**config.mk**
```make
export PLATFORM = sky130hd
export DESIGN_NAME = posit_encoder
export DESIGN_NICKNAME = d
export VERILOG_FILES = /design/src/rtl/posit_encoder.sv
export SDC_FILE = /design/constraint.sdc
export NUM_CORES = 1
export LEC_CHECK = 0
export ABC_AREA = 1
export CAP_MARGIN = 25
export CORE_MARGIN = 10
export CORE_UTILIZATION = 51
export DETAILED_ROUTE_END_ITERATION = 8
export HOLD_SLACK_MARGIN = 0.06
export PLACE_DENSITY_LB_ADDON = 0.08
export SKIP_LAST_GASP = 1
export SYNTH_ARGS = -nofsm -noshare
export SYNTH_HDL_FRONTEND = slang
export SYNTH_SLANG_ARGS = --single-unit
```
**constraint.sdc**
```tcl
create_clock -name clk -period 3.1 [get_ports clk]
set_clock_uncertainty 0.2 [all_clocks]
set_input_delay 0.465 -clock clk [delete_from_list [all_inputs] [get_ports clk]]
set_output_delay 0.465 -clock clk [all_outputs]
set_load 0.01 [all_outputs]
```
**src/rtl/posit_encoder.sv**
```systemverilog
// Posit packing stage: serial regime emission, exponent/fraction pack, round-to-nearest-even, sign.
// Saturates to maxpos/minpos; NaR and zero bypass the serial path.
module posit_encoder #(
   parameter int N  = 32,
   parameter int ES = 3
) (
   input  logic          clk,
   input  logic          reset,
   input  logic          start,
   input  logic          sign_in,
   input  logic [9:0]    scale_in,
   input  logic [63:0]   mant_in,
   input  logic          zero_in,
   input  logic          nar_in,
   output logic [N-1:0]  posit_out,
   output logic          busy,
   output logic          done
);
   // Working string: regime bits enter at the top, tail is {e, fraction, zero pad}
   localparam int W  = ES + 62 + N - 1;
   localparam int CW = $clog2(N);
   localparam logic signed [9:0] K_MAX = 10'(N - 2);
   localparam logic signed [9:0] K_MIN = -K_MAX;

   typedef enum logic [2:0] {IDLE, REGIME, PACK, ROUND, DONE_ST} state_t;

   state_t           r_state, w_next;
   logic             r_sign, r_run, r_guard, r_sticky;
   logic [CW-1:0]    r_cnt, r_last;
   logic [W-1:0]     r_work;
   logic [N-2:0]     r_body;
   logic [N-1:0]     r_out;

   logic signed [9:0] w_k;
   logic              w_mant_zero, w_sat_hi, w_sat_lo, w_fast, w_inc;
   logic [CW-1:0]     w_len_m1;
   logic [N-1:0]      w_fast_out, w_round_out;
   logic [N-2:0]      w_body_rnd;
   logic              w_unused;

   function automatic logic [N-1:0] apply_sign(input logic s, input logic [N-2:0] body);
      logic [N-1:0] v;
      v = {1'b0, body};
      return s ? (~v + N'(1)) : v;
   endfunction

   assign w_unused    = mant_in[63];
   assign w_k         = $signed(scale_in) >>> ES;
   assign w_mant_zero = (mant_in[62:0] == '0);
   assign w_sat_hi    = (w_k >= K_MAX);
   assign w_sat_lo    = (w_k < K_MIN);
   assign w_fast      = nar_in | zero_in | w_mant_zero | w_sat_hi | w_sat_lo;
   // Regime length minus one: k+1 for k >= 0, -k for k < 0
   assign w_len_m1    = w_k[9] ? (~w_k[CW-1:0] + CW'(1)) : (w_k[CW-1:0] + CW'(1));

   always_comb begin
      w_fast_out = '0;
      if (nar_in)
         w_fast_out = {1'b1, {(N-1){1'b0}}};
      else if (zero_in || w_mant_zero)
         w_fast_out = '0;
      else if (w_sat_hi)
         w_fast_out = apply_sign(sign_in, {(N-1){1'b1}});
      else if (w_sat_lo)
         w_fast_out = apply_sign(sign_in, {{(N-2){1'b0}}, 1'b1});
   end

   // An all-ones body is maxpos and must not wrap
   assign w_inc       = r_guard & (r_body[0] | r_sticky) & ~(&r_body);
   assign w_body_rnd  = r_body + {{(N-2){1'b0}}, w_inc};
   assign w_round_out = apply_sign(r_sign, w_body_rnd);

   always_ff @(posedge clk) begin
      if (reset)
         r_state <= IDLE;
      else
         r_state <= w_next;
   end

   always_comb begin
      w_next = r_state;
      case (r_state)
         IDLE:    if (start) w_next = w_fast ? DONE_ST : REGIME;
         REGIME:  if (r_cnt == r_last) w_next = PACK;
         PACK:    w_next = ROUND;
         ROUND:   w_next = DONE_ST;
         DONE_ST: w_next = IDLE;
         default: w_next = IDLE;
      endcase
   end

   always_ff @(posedge clk) begin
      if (reset) begin
         r_sign   <= 1'b0;
         r_run    <= 1'b0;
         r_guard  <= 1'b0;
         r_sticky <= 1'b0;
         r_cnt    <= '0;
         r_last   <= '0;
         r_work   <= '0;
         r_body   <= '0;
         r_out    <= '0;
      end else begin
         case (r_state)
            IDLE: begin
               if (start) begin
                  r_sign <= sign_in;
                  r_run  <= ~w_k[9];
                  r_last <= w_len_m1;
                  r_cnt  <= '0;
                  r_work <= {scale_in[ES-1:0], mant_in[61:0], {(N-1){1'b0}}};
                  if (w_fast)
                     r_out <= w_fast_out;
               end
            end
            REGIME: begin
               // Right shift: terminator goes in first so it lands just above the tail
               r_work <= {(r_cnt == '0) ? ~r_run : r_run, r_work[W-1:1]};
               r_cnt  <= r_cnt + CW'(1);
            end
            PACK: begin
               r_body   <= r_work[W-1 -: N-1];
               r_guard  <= r_work[W-N];
               r_sticky <= |r_work[W-N-1:0];
            end
            ROUND:   r_out <= w_round_out;
            default: ;
         endcase
      end
   end

   assign posit_out = r_out;
   assign busy      = (r_state != IDLE);
   assign done      = (r_state == DONE_ST);
endmodule
```
### After elaboration in Yosys (flattened, before gate mapping)

Cells that the tools add are included.

| storage, ports and cells | value |
|---|---|
| register bits | 176 |
| latch bits | 0 |
| bits in writable memories | 0 |
| ROM bits | 0 |
| bits of input ports | 80 |
| output and inout port bits | 34 |
| memories | 0 |

| operators by class | value |
|---|---|
| $add $sub $neg | 5 |
| multipliers | 0 |
| div/mod/pow operators | 0 |
| order comparisons | 2 |
| equality and inequality tests | 8 |
| shift operators | 0 |
| muxes and demuxes | 20 |
| bitwise operators | 12 |
| reduce and logical (&&, ||, !) cells | 13 |

Operator list:

| operator | number |
|---|---|
| 32-bit 2-to-1 mux | 9 |
| 96-bit case mux with 2 select lines | 1 |
| 96-bit 2-to-1 mux | 1 |
| 32-bit case mux with 2 select lines | 1 |
| 64-bit OR reduction | 1 |
| 63-bit logical NOT | 1 |
| 32-bit by 1-bit adder with 32-bit output (second input constant) | 1 |
| 31-bit NOT with 32-bit output | 1 |
| 31-bit by 1-bit adder with 31-bit output | 1 |
| 31-bit AND reduction | 1 |
| 5-bit by 1-bit adder with 5-bit output (second input constant) | 3 |
| 3-bit case mux with 4 select lines | 1 |
| 5-bit 2-to-1 mux | 2 |
| 5-bit case mux with 2 select lines | 1 |
| 3-bit 2-to-1 mux | 3 |
| 7-bit by 6-bit greater-or-equal comparator with 1-bit output (second input constant) | 1 |
| 7-bit by 6-bit < comparator with 1-bit output (second input constant) | 1 |
| 3-bit by 2-bit equality test with 1-bit output (second input constant) | 2 |
| 2-bit inequality test (second input constant) | 3 |
| 2-bit AND reduction | 3 |
| 5-bit equality test | 1 |
| 5-bit logical NOT | 1 |
| 5-bit NOT | 1 |
| 1-bit bitwise OR | 5 |
| 10 further kinds | 14 |

### Logic depth before layout (Yosys ltp)

| depth | value |
|---|---|
| depth in word-level cells | 8 |
| mapped depth | 23 |
| gate-level depth less buffers | 23 |

### Worst setup path after synthesis

No wires, ideal clock.

| path | value |
|---|---|
| kind | reg2reg |
| start point | reg r_body[8] |
| end point | reg r_out[26] (netlist: posit_out[26]) |
| library setup time | 70 ps |
| data arrival time | 2745 ps |
| setup slack | 85 ps |
| cell stages (with the launch flop) | 22 |
| period minus slack after synthesis | 3015 ps |
| cells stage by stage | dfxtp_1 > nand2_1 > nor2_2 > nand2_1 > nor2_1 > a41oi_1 > ha_1 > ha_1 > inv_1 > ha_1 > nand2_1 > nor2_2 > nand3_1 > nor2_2 > inv_2 > nor2_4 > nand3_1 > nand2_1 > nand2_1 > nand2_1 > nand3_1 > a21oi_1 |

| between the ends | value |
|---|---|
| cells in the longest elaborated chain, start to end | 8 |

RTL lines:

| element | line | source |
|---|---|---|
| start: declaration | 31 | `logic [N-2:0] r_body;` |
| start signal: assignment | 122 | `r_body <= r_work[W-1 -: N-1];` |
| 31-bit AND reduction | 69 | `assign w_inc = r_guard & (r_body[0] \| r_sticky) & ~(&r_body);` |
| 1-bit NOT | 69 |  |
| 1-bit AND | 69 |  |
| 31-bit by 1-bit adder with 31-bit output * | 70 | `assign w_body_rnd = r_body + {{(N-2){1'b0}}, w_inc};` |
| 31-bit NOT with 32-bit output | 44 | `return s ? (~v + N'(1)) : v;` |
| 32-bit by 1-bit adder with 32-bit output | 44 |  |
| 32-bit 2-to-1 mux * | 44 |  |
| 32-bit case mux with 2 select lines * | 104 | `case (r_state)` |
| end signal: assignment | 113 | `r_out <= w_fast_out;` |
| end signal: assignment | 126 | `ROUND: r_out <= w_round_out;` |
| end: declaration | 32 | `logic [N-1:0] r_out;` |

Every way passes the cells marked *; elsewhere a longest branch is shown, timed or not.
A chain may end at the register's enable or synchronous reset.

### Worst setup path after layout

| path | value |
|---|---|
| start point | reg r_body[21] |
| end point | reg r_out[28] (netlist: posit_out[28]) |

Same word-level chain as after synthesis.

==> metrics.log <==
[metrics] initial standard-cell utilization of the core: 51.97%
[metrics] number of nets still failing antenna checks after routing: 0
[metrics] io pins: 114
[metrics] number of buffers on the longest clock path: 2
[metrics] critical path endpoint category: flip-flop
[metrics] die width: 155.5 µm
[metrics] clock latency reported for the late side of the worst-skew pair: 0.44 ns
[metrics] synthesized net count: about 1.5k
[metrics] clock tree from TritonCTS: yes
[metrics] die area: around 0.024 mm²
[metrics] largest net degree at the start of global routing: around 140
[metrics] routed wire length per instance: about 15 µm
[metrics] global placer's final weighted congestion: 0.9433
[metrics] slew at the pin closest to its max-slew limit: 0.6629 ns
[metrics] final cycle utilization of the critical path: 100.6%
[metrics] antenna violations before repair: 0
[metrics] area share of the largest cell type after synthesis: about 38%
[metrics] EDFF count, synth: 0
[metrics] most used flip-flop cell after synthesis: dfxtp_1
[metrics] number of max-slew violations in the final report: 0
[metrics] maximum clock rate: between 300 and 400 MHz
[metrics] total gr overflow: 0
[metrics] count of vias placed by the detailed router: between 9k and 10k
[metrics] critical setup path kind: flip-flop to flip-flop
[metrics] Buf+Inv Stages, Crit Path: 1
[metrics] average size of a mapped cell: 6.528 µm²
[metrics] number of synthesized register bits: 176
[metrics] synth warn: 0
[metrics] R2R Path End: posit_out[28]
[metrics] worst-case register-to-register setup slack: -0.02 ns
[metrics] core footprint: about 0.018 mm²
[metrics] most frequent cell after synthesis: nand2_1
[metrics] delay contributed by the slowest stage of the critical path: around 0.35 ns
[metrics] min setup slack post-route: -0.01789 ns
[metrics] master of the slowest instance on the critical path: dfxtp_2
[metrics] post-DP HPWL: 19470 µm
[metrics] leading cell types by total area after synthesis: dfxtp_1 38%, nand2_1 18%, o21ai_0 6.9%
[metrics] post-layout min period: 3.118 ns
[metrics] fraction of final layout cells with drive strength greater than 1: approximately 17%
[metrics] hold-fix buffer count after cts: 0
[metrics] Post-Route Hold Slack: approximately 0.25 ns
[metrics] DP Worst Slack: -0.1956 ns
[metrics] synthesis-to-finish area growth: 31.61%
[metrics] first-pass GRT wire length: roughly 45000 µm
[metrics] number of H-tree levels: 4
[metrics] PD cells: between 400 and 500 mW/mm²
[metrics] global-route usage over all layers: 22.07%
[metrics] Min-Delay Path Depth: 2
[metrics] Num CTS Buffers: 17
[metrics] Vias/cell: 5.373
[metrics] Nets: between 1.5k and 2k
[metrics] Worst Path Required: about 3.3 ns
[metrics] post-synthesis cell type with the largest combined area: dfxtp_1
[metrics] most frequent cells after synthesis: 452 x nand2_1, 176 x dfxtp_1, 129 x o21ai_0, 113 x inv_1, 103 x a21oi_1
[metrics] crit path DAT: ~3.3 ns
[metrics] Detailed Route Iter0 Violations: roughly 660
[metrics] critical path fanouts, max: 5
[metrics] overall power of the completed layout: between 6 and 7 mW
[metrics] buffer type at the clock tree root: clkbuf_16
[metrics] Clk pin slew, worst setup/hold paths: around 0.07 ns
[metrics] diode count: 0
[metrics] clock sink count: approximately 180
[metrics] Max-Cap Viols: 0
[metrics] crit path launch type: flip-flop
[metrics] hold_sp: posit_out[0]
[metrics] Worst slew margin: 55.57%
[metrics] total setup violations reported at the end of the flow: 1
[metrics] cell family with the largest share of critical-path delay: simple AND/OR/NAND/NOR gates
[metrics] FFs w/ async S/R, synth: 0%
[metrics] Cells after Synth: 1435
[metrics] RSZ-0062 raised after global routing: true
[metrics] cell count of the worst reg-to-reg path: 21
[metrics] min-delay worst type: flip-flop to flip-flop
[metrics] run status: finished with violations
[metrics] Port Buf Inserts: around 110
[metrics] number of remaining DRC errors: 0
[metrics] launching point of the worst reg2reg path: r_body[21]
[metrics] endpoint of the worst hold-timing path: posit_out[0]
[metrics] via count of the first global-routing pass: around 9.6k
[metrics] leakage: 5.178 nW
[metrics] FP Rows: 49
[metrics] drt total wl: roughly 27000 µm
[metrics] final hold violation count: 0
[metrics] proportion of synthesized chip area in sequential cells: between 30% and 40%
[metrics] Syn Std Cell Area: roughly 0.0094 mm²
[metrics] post-synthesis cell type count: slightly above 40
[metrics] peak ir drop on the vdd network: around 0.00046 V
[metrics] violations in the final reports: negative setup slack
[metrics] chain of cells forming the critical path: nand2_2 > nor2_4 > nand2_2 > nor2_4 > a41oi_2 > ha_4 > ha_4 > inv_4 > ha_4 > nand2_1 > nor2_2 > nand3_2 > nor2_4 > nand2_2 > nor2_2 > nand2_1 > nand2_2 > nand2_1 > nand2_1 > nand3_2 > a21oi_2
[metrics] y dimension of the die: roughly 160 µm
[metrics] Pre-Repair DR Iteration Count: 6
==> kinds of logic (layout without fill, tap and decap cells) <==
| logic type | after synthesis | count (layout) | synth area share, % |
|---|---|---|---|
| compound gates | 318 | 318 | 18.31 |
| xor+xnor | 12 | 12 | 1.122 |
| simple gates | 729 | 729 | 34.10 |
| buf+inv | 193 | 388 | 7.920 |
| flops | 176 | 176 | 37.61 |
| fa+ha+maj | 7 | 7 | 0.9349 |
==> flip-flops by register name (all words and copies together) (netlist names) <==
register,flops
r_guard,1
r_state,3
r_sticky,1
posit_out,32
r_body,31
r_last,5
r_run,1
r_cnt,5
r_sign,1
r_work,96
==> layer usage <==
layer	track usage, %	up-vias	routed length (µm)
met1	27.42	4634	11760
li1	-	5122	-
met4	5.927	0	354
met2	38.63	205	13960
met5	0	-	0
met3	3.584	27	1186
==> cell type report <==
class / count / area [µm²]
fillers: 1634 / 5695
multi-input cells: 1066 / 5410
flip-flops and latches: 176 / 3540
repair buffers: 237 / 2113
clock buffers: 22 / 454.2
inverters: 119 / 449.2
well taps: 229 / 286.5
clock inverters: 10 / 76.32
==> how the worst max path moves through the flow <==
stage / from / to / slack [ns] / cells after the start
after floorplan: r_body[8] / posit_out[26] / 0.09 / 21
after global placement: r_body[13] / posit_out[28] / -0.11 / 21
after detailed placement: r_body[21] / posit_out[24] / -0.20 / 21
after CTS: r_body[23] / posit_out[11] / 0.0007 / 20
after global routing: r_body[8] / posit_out[28] / -0.18 / 24
final: r_body[21] / posit_out[28] / -0.02 / 21
==> cell usage in the layout, fill, tap and decap left out, types with 6 or more instances in the layout <==
cell             instances
o21ai_0                127
nor2_4                  20
nor3_1                   9
nand3b_1                 9
nand3_1                 55
xor2_1                   6
o21ai_1                  7
nor4_1                  32
dfxtp_1                163
inv_1                  108
buf_4                  120
clkbuf_16               17
inv_2                   10
nor2_1                  88
clkdlybuf4s50_1        112
nor2_2                  14
nand4_1                 15
a31oi_1                 64
dfxtp_2                 13
nand2_4                  6
nand2_1                431
nand2_2                 31
a21oi_1                100
nand3_2                 11
==> where the power goes <==
group          total [mW]  internal [mW]  leakage [nW]  switching (mW)
registers            2.66           2.50          1.45           0.160
clock network        2.00           1.06         0.258           0.942
logic                1.49          0.651          3.47           0.836
==> through the flow <==
stage	util, %	cell area, µm²	setup TNS, ns	std cells
after floorplan	-	9368	0	1435
after global placement	62.99	11350	-1.105	1811
after detailed placement	62.99	11350	-2.745	1811
after CTS	66.94	12070	0	1853
after global routing	68.40	12330	-1.839	1859
final	68.40	12330	-0.01789	1859
==> worst min-delay path, stage by stage, from the launching register on <==
cell     delay [ns]
dfxtp_1        0.31
inv_1          0.05
a21oi_1        0.05
==> what timing repair did <==
item | in CTS | in global routing
buffers inserted | 10 | 6
setup endpoints to repair | 22 | 23
resized for setup | 24 | 70
pin swaps | 13 | 36
(Power assumes the default switching activity.)
